**src/rtl/safety_core_periph_bridge.sv**
```systemverilog
// ============================================================================
// Module   : safety_core_periph_bridge
// Brief    : Core data port (req/gnt/rvalid) to register-interface bridge for
//            the core-local peripheral window, with timeout abort.
// Revision : 1.0
// ============================================================================
`default_nettype none

package safety_core_periph_bridge_pkg;
    typedef struct packed {
        logic [31:0] addr;
        logic        write;
        logic [31:0] wdata;
        logic [3:0]  wstrb;
        logic        valid;
    } reg_req_t;

    typedef struct packed {
        logic [31:0] rdata;
        logic        error;
        logic        ready;
    } reg_rsp_t;
endpackage

module safety_core_periph_bridge
    import safety_core_periph_bridge_pkg::*;
#(
    parameter logic [31:0] PERIPH_BASE_ADDR = 32'h0020_0000,
    parameter logic [31:0] PERIPH_SIZE      = 32'h0001_0000,
    parameter int unsigned TIMEOUT_CYCLES   = 64,
    parameter logic [31:0] ERR_RDATA        = 32'hBADC_AB1E
) (
    input  logic        clk_i,
    input  logic        rst_i,
    input  logic        data_req_i,
    output logic        data_gnt_o,
    output logic        data_rvalid_o,
    input  logic        data_we_i,
    input  logic [3:0]  data_be_i,
    input  logic [31:0] data_addr_i,
    input  logic [31:0] data_wdata_i,
    output logic [31:0] data_rdata_o,
    output logic        data_err_o,
    output reg_req_t    reg_req_o,
    input  reg_rsp_t    reg_rsp_i,
    output logic        timeout_o,
    output logic        busy_o
);

    localparam int unsigned CNT_W = (TIMEOUT_CYCLES == 0) ? 1 : $clog2(TIMEOUT_CYCLES + 1);
    localparam logic [CNT_W-1:0] c_LIMIT  = CNT_W'(TIMEOUT_CYCLES);
    localparam logic [32:0]      c_WIN_LO = {1'b0, PERIPH_BASE_ADDR};
    // 33-bit upper bound so a window ending exactly at 2^32 does not wrap
    localparam logic [32:0]      c_WIN_HI = {1'b0, PERIPH_BASE_ADDR} + {1'b0, PERIPH_SIZE};

    typedef enum logic [1:0] {
        S_IDLE    = 2'd0,
        S_ACCESS  = 2'd1,
        S_RESP    = 2'd2,
        S_ERRRESP = 2'd3
    } state_e;

    state_e           state_q,   state_d;
    logic [31:0]      addr_q,    addr_d;
    logic             we_q,      we_d;
    logic [3:0]       be_q,      be_d;
    logic [31:0]      wdata_q,   wdata_d;
    logic [31:0]      rdata_q,   rdata_d;
    logic             err_q,     err_d;
    logic [CNT_W-1:0] cnt_q,     cnt_d;
    logic             timeout_q, timeout_d;

    logic             w_in_win;
    logic [CNT_W-1:0] w_cnt_inc;

    assign w_in_win  = ({1'b0, data_addr_i} >= c_WIN_LO) && ({1'b0, data_addr_i} < c_WIN_HI);
    assign w_cnt_inc = cnt_q + 1'b1;

    always_ff @(posedge clk_i or posedge rst_i) begin
        if (rst_i) begin
            state_q   <= S_IDLE;
            addr_q    <= '0;
            we_q      <= 1'b0;
            be_q      <= '0;
            wdata_q   <= '0;
            rdata_q   <= '0;
            err_q     <= 1'b0;
            cnt_q     <= '0;
            timeout_q <= 1'b0;
        end else begin
            state_q   <= state_d;
            addr_q    <= addr_d;
            we_q      <= we_d;
            be_q      <= be_d;
            wdata_q   <= wdata_d;
            rdata_q   <= rdata_d;
            err_q     <= err_d;
            cnt_q     <= cnt_d;
            timeout_q <= timeout_d;
        end
    end

    always_comb begin
        state_d       = state_q;
        addr_d        = addr_q;
        we_d          = we_q;
        be_d          = be_q;
        wdata_d       = wdata_q;
        rdata_d       = rdata_q;
        err_d         = err_q;
        cnt_d         = cnt_q;
        timeout_d     = 1'b0;
        data_gnt_o    = 1'b0;
        data_rvalid_o = 1'b0;
        data_rdata_o  = '0;
        data_err_o    = 1'b0;

        case (state_q)
            S_IDLE: begin
                data_gnt_o = data_req_i;
                cnt_d      = '0;
                if (data_req_i) begin
                    addr_d  = data_addr_i;
                    we_d    = data_we_i;
                    be_d    = data_be_i;
                    wdata_d = data_wdata_i;
                    state_d = w_in_win ? S_ACCESS : S_ERRRESP;
                end
            end
            S_ACCESS: begin
                // Ready has priority over a timeout hit in the same cycle
                if (reg_rsp_i.ready) begin
                    rdata_d = we_q ? 32'h0 : reg_rsp_i.rdata;
                    err_d   = reg_rsp_i.error;
                    state_d = S_RESP;
                end else if (TIMEOUT_CYCLES != 0) begin
                    cnt_d = w_cnt_inc;
                    if (w_cnt_inc == c_LIMIT) begin
                        timeout_d = 1'b1;
                        state_d   = S_ERRRESP;
                    end
                end
            end
            S_RESP: begin
                data_rvalid_o = 1'b1;
                data_err_o    = err_q;
                data_rdata_o  = (err_q && !we_q) ? ERR_RDATA : rdata_q;
                cnt_d         = '0;
                state_d       = S_IDLE;
            end
            S_ERRRESP: begin
                data_rvalid_o = 1'b1;
                data_err_o    = 1'b1;
                data_rdata_o  = we_q ? 32'h0 : ERR_RDATA;
                cnt_d         = '0;
                state_d       = S_IDLE;
            end
            default: begin
                state_d = S_IDLE;
            end
        endcase
    end

    always_comb begin
        reg_req_o       = '0;
        reg_req_o.addr  = {addr_q[31:2], 2'b00};
        reg_req_o.write = we_q;
        reg_req_o.wdata = wdata_q;
        reg_req_o.wstrb = be_q;
        reg_req_o.valid = (state_q == S_ACCESS);
    end

    assign timeout_o = timeout_q;
    assign busy_o    = (state_q != S_IDLE);

endmodule

`default_nettype wire
```
**config.mk**
```make
export PLATFORM = sky130hd
export DESIGN_NAME = safety_core_periph_bridge
export DESIGN_NICKNAME = d
export VERILOG_FILES = /design/src/rtl/safety_core_periph_bridge.sv
export SDC_FILE = /design/constraint.sdc
export NUM_CORES = 1
export LEC_CHECK = 0
export ABC_AREA = 1
export CORE_MARGIN = 4
export CORE_UTILIZATION = 42
export CTS_BUF_LIST = sky130_fd_sc_hd__clkbuf_16
export DETAILED_ROUTE_END_ITERATION = 7
export PLACE_DENSITY_LB_ADDON = 0.05
export SYNTH_ARGS = -nofsm -noshare
export SYNTH_HDL_FRONTEND = slang
export SYNTH_SLANG_ARGS = --single-unit
export TNS_END_PERCENT = 20
```
**constraint.sdc**
```tcl
create_clock -name clk_i -period 4.1 [get_ports clk_i]
set_input_delay 0.615 -clock clk_i [delete_from_list [all_inputs] [get_ports clk_i]]
set_output_delay 0.615 -clock clk_i [all_outputs]
set_load 0.005 [all_outputs]
```
After elaboration in Yosys (flattened, before gate mapping)
Cells that the tools add are included.
{ "word_totals": {"inputBits": 106, "word_cells": 46, "reg_bits": 112} }
{ "classes": {"n_reduce_logical": 10, "n_lt_le_gt_ge": 2, "n_eq_ne": 7, "muxes": 17, "add_sub_neg": 1} }
{ "op_table": {"columns": ["operator", "n"], "rows": [
  ["$mux 32", 3],
  ["$pmux 32 s2", 1],
  ["$ge 32x22->1 const B", 1],
  ["$lt 32x22->1 const B", 1],
  ["$pmux 7 s2", 1],
  ["$mux 2", 4],
  ["$add 7x1->7 const B", 1],
  ["$eq 7x7->1 const B", 1],
  ["$mux 7", 1],
  ["$pmux 2 s3", 1],
  ["$reduce_and 2->1", 3],
  ["$mux 1", 5],
  ["$eq 2x2->1 const B", 2],
  ["$ne 2x2->1 const B", 2],
  ["$ne 3x1->1 const B", 1],
  ["$reduce_or 3->1", 1],
  ["$eq 2x1->1 const B", 1],
  ["$logic_and 1x1->1", 2],
  ["$logic_not 2->1", 1],
  ["$pmux 1 s2", 1],
  ["$reduce_bool 2->1", 1],
  ["$reduce_or 2->1", 1],
  ["$logic_not 1->1", 1]
]} }

Logic depth before layout (Yosys ltp)
Gate-level depths: netlist of the first run.
{ "depth": {"word_depth": 5, "ltp_mapped": 9, "mapped_depth_nobuf": 9} }

Worst setup path after synthesis of the first run
OpenSTA, ideal clock, no wires.
{ "synth_path": {"path_type": "reg2out", "startpoint": "register state_q[1]", "endpoint": "output data_rdata_o[13]", "arrival_time_ns": 1.057, "path_stages_with_launch": 7, "path_buffers": 2, "slack_ns": 2.428, "required_time_ns": 3.485, "cell_sequence": "dfrtp_1 -> inv_2 -> nor2_1 -> buf_2 -> buf_2 -> o21ai_0 -> nand2_1"} }
{ "synth_via": {"elab_chain_cells": 2, "word_cells_on_any_way": 3} }
{ "synth_rtl": {"columns": ["item", "line_no", "text"], "rows": [
  ["from (decl)", "63", "state_e state_q, state_d;"],
  ["from (signal assigned)", "91", "state_q <= state_d;"],
  ["$eq 2x2->1", "118", "case (state_q)"],
  ["$pmux 32 s2 *", "118", null],
  ["to (decl)", "42", "output logic [31:0] data_rdata_o,"]
]} }
Mark *: on every way between the ends. The rest lies on a longest branch, timed or not.

Final worst setup path of the first run
{ "layout_path": {"startpoint": "register we_q", "endpoint": "output data_rdata_o[29]"} }
{ "layout_via": {"elab_chain_cells": 4, "word_cells_on_any_way": 5} }
{ "layout_rtl": {"columns": ["item", "line_no", "text"], "rows": [
  ["from (decl)", "65", "logic we_q, we_d;"],
  ["from (signal assigned)", "93", "we_q <= we_d;"],
  ["$logic_not 1->1", "147", "data_rdata_o = (err_q && !we_q) ? ERR_RDATA : rdata_q;"],
  ["$logic_and 1x1->1", "147", null],
  ["$mux 32", "147", null],
  ["$pmux 32 s2 *", "118", null]
]} }
Marks and branches as above.

==> results.py, run 1 <==
metrics = {
    "run_status": {
        "status": "finished, final reports clean",
    },
    "placement": {
        "place_inst": 896,
        "dpl_cell_area_um2": 6910,
        "place_hpwl_mm": 9.50,
        "numPortBuffers": 208,
        "place.gp.congestion": 0.828,
    },
    "yosys": {
        "ys_top_cells_by_count": "nand2_1 (271), dfrtp_1 (110), o21ai_0 (36)",
        "ys.flop_type": "dfrtp_1",
        "async_flop_share_pct": 100,
        "netlist.top_cell.by_area": "dfrtp_1",
        "synth_xor_area_share_pct": 0,
        "syn_inst": 577,
        "ys_warn_count": 0,
        "synth.cell_area_um2": 4810,
        "synth_area_leaders": "dfrtp_1 (57%), nand2_1 (21%), o21ai_0 (3.7%)",
        "synthAdderAreaFrac_pct": 0.260,
        "synth_seq_cells": 110,
        "synth_edf_count": 0,
        "ys_seq_area_share_pct": 57.2,
        "synthSimpleGateAreaFrac_pct": 29.9,
        "synth_mux_area_share_pct": 0,
        "synth_compound_area_share_pct": 5.46,
        "synth.top_cell.area_share_pct": 57.2,
        "synth.distinct_cells": 27,
        "synth_top_family_by_area": "simple AND/OR/NAND/NOR gates",
        "syn_area_per_cell_um2": 8.34,
        "synth_most_common_cell": "nand2_1",
    },
    "clocking": {
        "clk_latency_ns": 0.34,
        "clkTransAtPathRegs_ns": 0.07,
        "cts-buffers-inserted": 9,
        "cts_tree": "built",
        "ctsResizeCount": 0,
        "root_buffer": "clkbuf_16",
        "cts_setup_buffers": 0,
        "h-tree-depth": 3,
        "cts_buffer_depth": 2,
        "cts.sinks": 110,
        "holdBufCountCts": 0,
    },
    "grt": {
        "overflow": 0,
        "grt_max_degree": 90,
        "track_usage_pct": 20.9,
        "antenna_found_initial": 0,
        "grt_pass1_wl_mm": 21.9,
        "grt_pass1_vias": 4410,
    },
    "worst_setup_path": {
        "crit_buf_inv": 2,
        "path_cells": "nor2_2, buf_4, o21ai_0, nand2_1, clkdlybuf4s50_1",
        "crit_type": "register to output pin",
        "cp_max_fo": 19,
        "crit_path_top_delay_cell": "clkdlybuf4s50_1",
        "crit_path_start_kind": "register",
        "end_kind": "output pin",
        "path_delay_family": "buffers and inverters",
        "r2r_setup_slack_ns": 2.16,
        "critical_path_required_ns": 3.48,
        "cpPeakStageDelay_ns": 0.57,
        "worstPathArrival_ns": 2.30,
    },
    "pwr": {
        "ir_drop_mv": 0.426,
        "power_mw": 4.86,
        "p_per_area_nw_per_um2": 679,
        "p_leak_nw": 3.47,
    },
    "routing": {
        "drt_iter0_markers": 166,
        "routed.top_layer": "met4",
        "ant_nets": 0,
        "firstDrtPassIters": 4,
        "drc": 0,
        "routed-via-count": 4319,
        "dr_wl_met2_mm": 6.54,
        "viasPerCell": 4.74,
        "drt_wl_total_mm": 13.4,
        "routedWlPerCell_um": 14.7,
        "wl_met3_mm": 1.20,
        "met1Wirelength_mm": 5.42,
    },
    "layout": {
        "instances_no_fill": 912,
        "fillCellCount": 953,
        "seqCellArea_um2": 2750,
        "multi_input_area_um2": 1720,
        "area_delta_synth_final_pct": 49.0,
        "finalNetCount": 874,
        "fin_area_um2": 7170,
        "drive_gt1_share_pct": 4.92,
        "finish.utilization_pct": 65.0,
        "antenna_cells": 0,
    },
    "timing": {
        "finalSetupTns_ns": 0,
        "post-route-period-util_pct": 71.1,
        "rsz0062_at_grt": "no",
        "hold_viol": 0,
        "fin_skew_ns": 0.00680,
        "max_freq_mhz": 343,
        "setup_violations": 0,
        "worst_pin_slew_ns": 1.13,
        "fin_crit_ns": 2.92,
        "maxSlewViolCount": 0,
        "slew_headroom_pct": 24.5,
    },
    "job": {
        "maxCapViolations": 0,
    },
    "hold_path": {
        "min_path_type": "register to register",
    },
    "die": {
        "io_pins": 213,
        "dieArea_um2": 13200,
        "start_util_pct": 43.6,
        "fp-row-count": 38,
        "die_w_um": 115,
        "die_y_um": 115,
        "core_area_um2": 11000,
    },
}
[power by group]
part | switching, mW | internal (mW) | total [mW]
logic | 1.07 | 1.20 | 2.27
registers | 0.253 | 1.56 | 1.81
clock network | 0.379 | 0.402 | 0.781
[state kept, by name, indices dropped and copies added (netlist names)]
name,cells
rdata_q,32
state_q,2
we_q,1
cnt_q,7
err_q,1
wdata_q,32
be_q,4
addr_q,30
timeout_o,1
[logic make-up (layout without fill, tap and decap cells)]
logic type | Yosys count | in the layout
AO/OA/AOI/OAI | 50 | 50
adder cells (fa/ha/maj) | 1 | 1
buffers and inverters | 71 | 265
flip-flops | 110 | 110
other | 1 | 2
AND/OR/NAND/NOR | 344 | 344
[worst min-delay path, stage by stage (launching register included)]
cell and delay (ns):
dfrtp_1 0.34, nand2_1 0.05, nand2_1 0.04
[cell type report]
cell class	count	area share, %
Clock inverter	7	0.454
Timing Repair Buffer	213	29.6
Inverter	36	1.96
Multi-Input combinational cell	397	24.0
Sequential cell	110	38.4
Tap cell	140	2.44
Clock buffer	9	3.14
[cell usage in the layout, fill, tap and decap left out]
| cell | count |
|---|---|
| a211oi_1 | 1 |
| a21oi_1 | 4 |
| a22o_1 | 1 |
| buf_4 | 5 |
| clkbuf_16 | 9 |
| clkdlybuf4s50_1 | 208 |
| clkinv_1 | 4 |
| clkinv_2 | 2 |
| clkinvlp_4 | 1 |
| conb_1 | 2 |
| dfrtp_1 | 110 |
| ha_1 | 1 |
| inv_1 | 29 |
| inv_2 | 5 |
| inv_4 | 2 |
| nand2_1 | 271 |
| nand3_1 | 29 |
| nand3_2 | 9 |
| nand4_1 | 1 |
| nor2_1 | 16 |
| nor2_2 | 2 |
| nor2_4 | 2 |
| nor2_8 | 1 |
| nor3_1 | 13 |
| o21ai_0 | 36 |
| o21ai_1 | 4 |
| o21bai_1 | 1 |
| o22ai_1 | 3 |
[per-stage QoR]
stage,setup slack (ns),hold WS [ns]
6_report,1.18,0.469
5_1_grt,1.01,0.486
4_1_cts,1.16,0.475
3_5_place_dp,1.54,0.457
3_3_place_gp,1.58,0.452
2_1_floorplan,0.583,0.444
[metal layers]
metal  track usage (%)  vias up
li1                  -     2160
met1              25.0     2012
met2              34.8      130
met3              8.47       17
met4              6.03        0
met5                 0        -
[path summary, 6_finish.rpt]
check | start | to | cells after the start
max in group asynchronous | rst_i | addr_q[3] | 3
hold reg to reg | addr_q[8] | addr_q[8] | 2
setup / recovery | we_q | data_rdata_o[29] | 5
setup reg to reg | state_q[1] | cnt_q[0] | 5
hold / removal | addr_q[8] | addr_q[8] | 2
min in group asynchronous | rst_i | addr_q[24] | 2
Power figures use the tool's default switching activity.
==> run 2, diff against run 1 <==
==> constraint.sdc (replaced) <==
create_clock -name clk_i -period 2.9 [get_ports clk_i]
set_input_delay 0.435 -clock clk_i [delete_from_list [all_inputs] [get_ports clk_i]]
set_output_delay 0.435 -clock clk_i [all_outputs]
set_load 0.005 [all_outputs]
==> run 2 against run 1 <==
Compared with the run above: combinational power grew 44%; first-iteration DRC count is 39% higher; clock power increased by 38%; clock skew fell by 0.00087 ns; flip-flop and latch count is the same; sequential power increased by 41%; total power grew 42%; sequential share of layout area down 0.19 points; via count rose by 3.1%; largest cell class unchanged.
==> results.py, run 2 (synthesized netlist as in run 1, its figures left out) <==
metrics = {
    "timing": {
        "max_freq_mhz": 385,
        "maxSlewViolCount": 0,
        "setup_violations": 0,
        "worst_pin_slew_ns": 1.17,
        "finalSetupTns_ns": 0,
        "slew_headroom_pct": 22.0,
        "hold_viol": 0,
        "post-route-period-util_pct": 89.6,
        "rsz0062_at_grt": "no",
        "fin_skew_ns": 0.00594,
        "fin_crit_ns": 2.60,
    },
    "routing": {
        "routedWlPerCell_um": 15.1,
        "drt_wl_total_mm": 13.8,
        "routed-via-count": 4451,
        "viasPerCell": 4.86,
        "ant_nets": 0,
        "drc": 0,
        "firstDrtPassIters": 4,
        "drt_iter0_markers": 230,
    },
    "clocking": {
        "cts_tree": "built",
        "cts.sinks": 110,
        "h-tree-depth": 3,
        "clk_latency_ns": 0.34,
        "ctsResizeCount": 0,
        "cts_setup_buffers": 0,
        "holdBufCountCts": 0,
        "cts-buffers-inserted": 9,
        "cts_buffer_depth": 2,
        "root_buffer": "clkbuf_16",
        "clkTransAtPathRegs_ns": 0.07,
    },
    "pwr": {
        "p_comb_share_pct": 47.2,
        "p_leak_nw": 3.50,
        "p_int_mw": 4.48,
        "p_clk_share_pct": 15.7,
        "ir_drop_mv": 0.649,
        "p_sw_share_pct": 35.0,
        "p_sw_mw": 2.42,
        "p_per_area_nw_per_um2": 957,
        "power_frac_seq_pct": 37.1,
        "power_mw": 6.90,
    },
    "die": {
        "fp-row-count": 38,
        "dieArea_um2": 13200,
        "core_area_um2": 11000,
        "start_util_pct": 43.6,
        "die_y_um": 115,
        "io_pins": 213,
        "die_w_um": 115,
    },
    "grt": {
        "track_usage_pct": 21.2,
        "grt_max_degree": 71,
        "grt_pass1_vias": 4458,
        "antenna_found_initial": 0,
        "overflow": 0,
        "grt_pass1_wl_mm": 22.2,
    },
    "placement": {
        "place_hpwl_mm": 9.99,
        "numPortBuffers": 208,
        "place_inst": 900,
        "place.gp.congestion": 0.840,
    },
    "worst_setup_path": {
        "cp_max_fo": 20,
        "critical_path_required_ns": 2.47,
        "r2r_cells": 6,
        "worstPathArrival_ns": 2.16,
        "crit_type": "register to output pin",
        "crit_path_start_kind": "register",
        "crit_start": "state_q[1]",
        "timing.rr.end": "wdata_q[15]",
        "worstReg2RegStart": "state_q[1]",
        "r2r_setup_slack_ns": 1.04,
        "end_kind": "output pin",
    },
    "hold_path": {
        "min_path_type": "register to register",
        "whs_endpoint": "wdata_q[29]",
        "worstHoldStart": "wdata_q[29]",
        "hold_depth": 2,
    },
    "layout": {
        "finish.utilization_pct": 65.3,
        "drive_gt1_share_pct": 5.16,
        "antenna_cells": 0,
        "instances_no_fill": 915,
        "mostFrequentLayoutCell": "nand2_1",
        "finalNetCount": 878,
        "area_delta_synth_final_pct": 49.7,
        "largestRegisters": "rdata_q (32), wdata_q (32), addr_q (30)",
        "final_cell_mix": "nand2_1 (271), clkdlybuf4s50_1 (208), dfrtp_1 (110), o21ai_0 (36), inv_1 (31)",
    },
    "job": {
        "maxCapViolations": 0,
    },
    "run_status": {
        "status": "finished, final reports clean",
    },
}
[run 2: critical path, cell delays in order (launching register included)]
cell and delay (ns):
dfrtp_1 0.48, inv_2 0.06, nor2_1 0.09, buf_4 0.22
inv_1 0.22, nor3_1 0.22, clkdlybuf4s50_1 0.53
[run 2: metal layers]
metal,share of wire [%],track usage [%],wire length [um],vias to the layer above
li1,-,-,-,2176
met1,41,26.0,5630,2102
met2,48,34.1,6630,154
met3,9.2,8.26,1270,19
met4,2.0,8.06,279,0
met5,0,0,0,-
[run 2: final cells by class]
type                    count  area [um^2]
clock buffers               9          225
clock inverters             6         23.8
inverters                  36          141
multi-input cells         397         1720
fillers                   938         3830
well taps                 140          175
flip-flops and latches    110         2750
repair buffers            217         2160
[run 2: how the worst max path moves through the flow]
| stage | endpoint | slack (ns) | depth (start not counted) |
|---|---|---|---|
| 6_report | data_rdata_o[21] | 0.30 | 6 |
| 5_1_grt | data_rdata_o[16] | 0.10 | 6 |
| 2_1_floorplan | addr_q[10] | 1.14 | 1 |
| 4_1_cts | data_rdata_o[21] | 0.28 | 6 |
| 3_5_place_dp | data_rdata_o[21] | 0.66 | 6 |
| 3_3_place_gp | data_rdata_o[7] | 0.69 | 6 |
[run 2: power by group through the flow]
stage	Sequential, mW	Clock (mW)	Combinational, mW
4_1_cts	2.56	1.12	3.32
3_3_place_gp	2.53	0	3.25
5_1_grt	2.64	1.18	3.61
3_5_place_dp	2.57	0	3.30
2_1_floorplan	2.57	0	1.39
6_report	2.56	1.08	3.26
[run 2: through the flow]
step / area, um^2 / setup WS, ns / hold WS [ns]
after CTS: 7200 / 0.275 / 0.474
after global placement: 6950 / 0.694 / 0.452
final: 7200 / 0.302 / 0.473
after floorplan: 4820 / 1.14 / 0.444
after detailed placement: 6950 / 0.661 / 0.459
after global routing: 7200 / 0.104 / 0.489
==> run 3, diff against run 2 <==
--- a/config.mk
+++ b/config.mk
@@ -10,6 +10,7 @@
 export CORE_UTILIZATION = 42
 export CTS_BUF_LIST = sky130_fd_sc_hd__clkbuf_16
 export DETAILED_ROUTE_END_ITERATION = 7
+export MAX_ROUTING_LAYER = met4
 export PLACE_DENSITY_LB_ADDON = 0.05
 export SYNTH_ARGS = -nofsm -noshare
 export SYNTH_HDL_FRONTEND = slang
==> run 3 against run 2 <==
Compared with the run above: clock-buffer cell count did not move; cell area unchanged; sequential power hardly changed; critical path type unchanged; largest cell class unchanged; total power barely moved; sequential share of layout area unchanged; clock power barely moved; routed wire length is essentially flat; flip-flop and latch count is the same; die area unchanged; critical path depth did not move; register-to-register slack about the same; global-route usage rose by 0.59 points.
==> results.py, run 3 (synthesized netlist as in run 1, its figures left out) <==
metrics = {
    "run_status": {
        "status": "finished, final reports clean",
    },
    "layout": {
        "seqCellArea_um2": 2750,
        "antenna_cells": 0,
        "fillCellCount": 938,
        "mostFrequentLayoutCell": "nand2_1",
        "drive_gt1_share_pct": 5.16,
        "area_delta_synth_final_pct": 49.7,
        "multi_input_area_um2": 1720,
        "final_cell_mix": "nand2_1 (271), clkdlybuf4s50_1 (208), dfrtp_1 (110), o21ai_0 (36), inv_1 (31)",
        "finalNetCount": 878,
        "largestRegisters": "rdata_q (32), wdata_q (32), addr_q (30)",
    },
    "clocking": {
        "cts-buffers-inserted": 9,
        "holdBufCountCts": 0,
        "cts_setup_buffers": 0,
        "h-tree-depth": 3,
        "cts_tree": "built",
        "cts_buffer_depth": 2,
        "ctsResizeCount": 0,
        "clk_latency_ns": 0.34,
        "clkTransAtPathRegs_ns": 0.07,
        "cts.sinks": 110,
        "root_buffer": "clkbuf_16",
    },
    "timing": {
        "setup_slack_ns": 0.297,
        "setup_violations": 0,
        "worst_pin_slew_ns": 1.16,
        "max_freq_mhz": 384,
        "fin_crit_ns": 2.60,
        "post-route-period-util_pct": 89.8,
        "maxSlewViolCount": 0,
        "slew_headroom_pct": 22.4,
        "rsz0062_at_grt": "no",
        "fin_skew_ns": 0.00448,
        "finalSetupTns_ns": 0,
        "hold_viol": 0,
    },
    "pwr": {
        "p_leak_nw": 3.50,
        "p_sw_share_pct": 35.0,
        "p_comb_share_pct": 47.2,
        "ir_drop_mv": 0.647,
        "p_per_area_nw_per_um2": 957,
        "p_int_mw": 4.48,
        "p_sw_mw": 2.41,
        "power_mw": 6.89,
        "p_clk_share_pct": 15.7,
        "power_frac_seq_pct": 37.1,
    },
    "die": {
        "io_pins": 213,
        "start_util_pct": 43.6,
        "core_area_um2": 11000,
        "fp-row-count": 38,
        "die_w_um": 115,
        "die_y_um": 115,
        "dieArea_um2": 13200,
    },
    "grt": {
        "track_usage_pct": 21.8,
        "overflow": 0,
        "grt_max_degree": 71,
        "grt_pass1_wl_mm": 22.1,
        "grt_pass1_vias": 4488,
        "antenna_found_initial": 0,
    },
    "routing": {
        "drt_wl_total_mm": 13.8,
        "routed-via-count": 4448,
        "firstDrtPassIters": 6,
        "viasPerCell": 4.86,
        "drt_iter0_markers": 221,
        "routedWlPerCell_um": 15.1,
        "drc": 0,
        "ant_nets": 0,
    },
    "worst_setup_path": {
        "r2r_cells": 6,
        "cpPeakStageDelay_ns": 0.53,
        "cp_max_fo": 20,
        "worstPathArrival_ns": 2.17,
        "path_cells": "inv_2, nor2_1, buf_4, inv_1, nor3_1, clkdlybuf4s50_1",
        "end_kind": "output pin",
        "r2r_setup_slack_ns": 1.05,
        "crit_path_top_delay_cell": "clkdlybuf4s50_1",
        "critical_path_required_ns": 2.47,
        "crit_path_start_kind": "register",
        "timing.rr.end": "wdata_q[15]",
        "crit_type": "register to output pin",
        "worstReg2RegStart": "state_q[1]",
    },
    "placement": {
        "dp_slack_ns": 0.661,
        "place_hpwl_mm": 9.99,
        "place.gp.congestion": 0.853,
        "numPortBuffers": 208,
    },
    "hold_path": {
        "hold_depth": 2,
        "worstHoldStart": "wdata_q[29]",
        "whs_endpoint": "wdata_q[29]",
        "min_path_type": "register to register",
    },
    "job": {
        "maxCapViolations": 0,
    },
}
## run 3: cell counts in the layout (fill, tap and decap cells not counted)
No cell type changed its count.
## run 3: cell type report
cell class	instances	share of cell area, %
clock inverter	6	0.330
inverter	36	1.96
multi-input combinational	397	23.9
timing repair buffer	217	30.0
clock buffer	9	3.13
tap	140	2.43
sequential	110	38.2
## run 3: worst max-delay path, delay by kind of cell (launching register included)
| kind | cells | cell delay (ns) |
|---|---|---|
| buffers and inverters | 4 | 1.03 |
| flip-flops | 1 | 0.48 |
| AND/OR/NAND/NOR | 2 | 0.31 |
## run 3: power groups by stage
stage / clock network (mW) / logic [mW] / registers [mW]
floorplan: 0 / 1.39 / 2.57
global placement: 0 / 3.25 / 2.53
detailed placement: 0 / 3.30 / 2.57
CTS: 1.12 / 3.32 / 2.56
global route: 1.17 / 3.61 / 2.64
finish: 1.08 / 3.25 / 2.56
## run 3: routing by layer
metal  wire length (um)  track usage (%)
met4                269             8.06
met1               5850             26.7
met3               1080             6.63
met2               6620             34.2
met5                  0                -
## run 3: stage by stage
step	util (%)	cell area, um^2	hold WS [ns]	instances
final	65.3	7200	0.471	915
after global routing	65.3	7200	0.489	915
after CTS	65.3	7200	0.474	915
after detailed placement	63.0	6950	0.459	900
after global placement	63.0	6950	0.452	900
after floorplan	-	4820	0.444	578
## run 3: worst max path at each step
stage / startpoint / end / slack [ns] / cells past startpoint
floorplan: rst_i / addr_q[10] / 1.14 / 1
detailed placement: state_q[1] / data_rdata_o[21] / 0.66 / 6
finish: state_q[1] / data_rdata_o[21] / 0.30 / 6
global placement: state_q[1] / data_rdata_o[7] / 0.69 / 6
global route: state_q[1] / data_rdata_o[16] / 0.10 / 6
CTS: state_q[1] / data_rdata_o[21] / 0.28 / 6
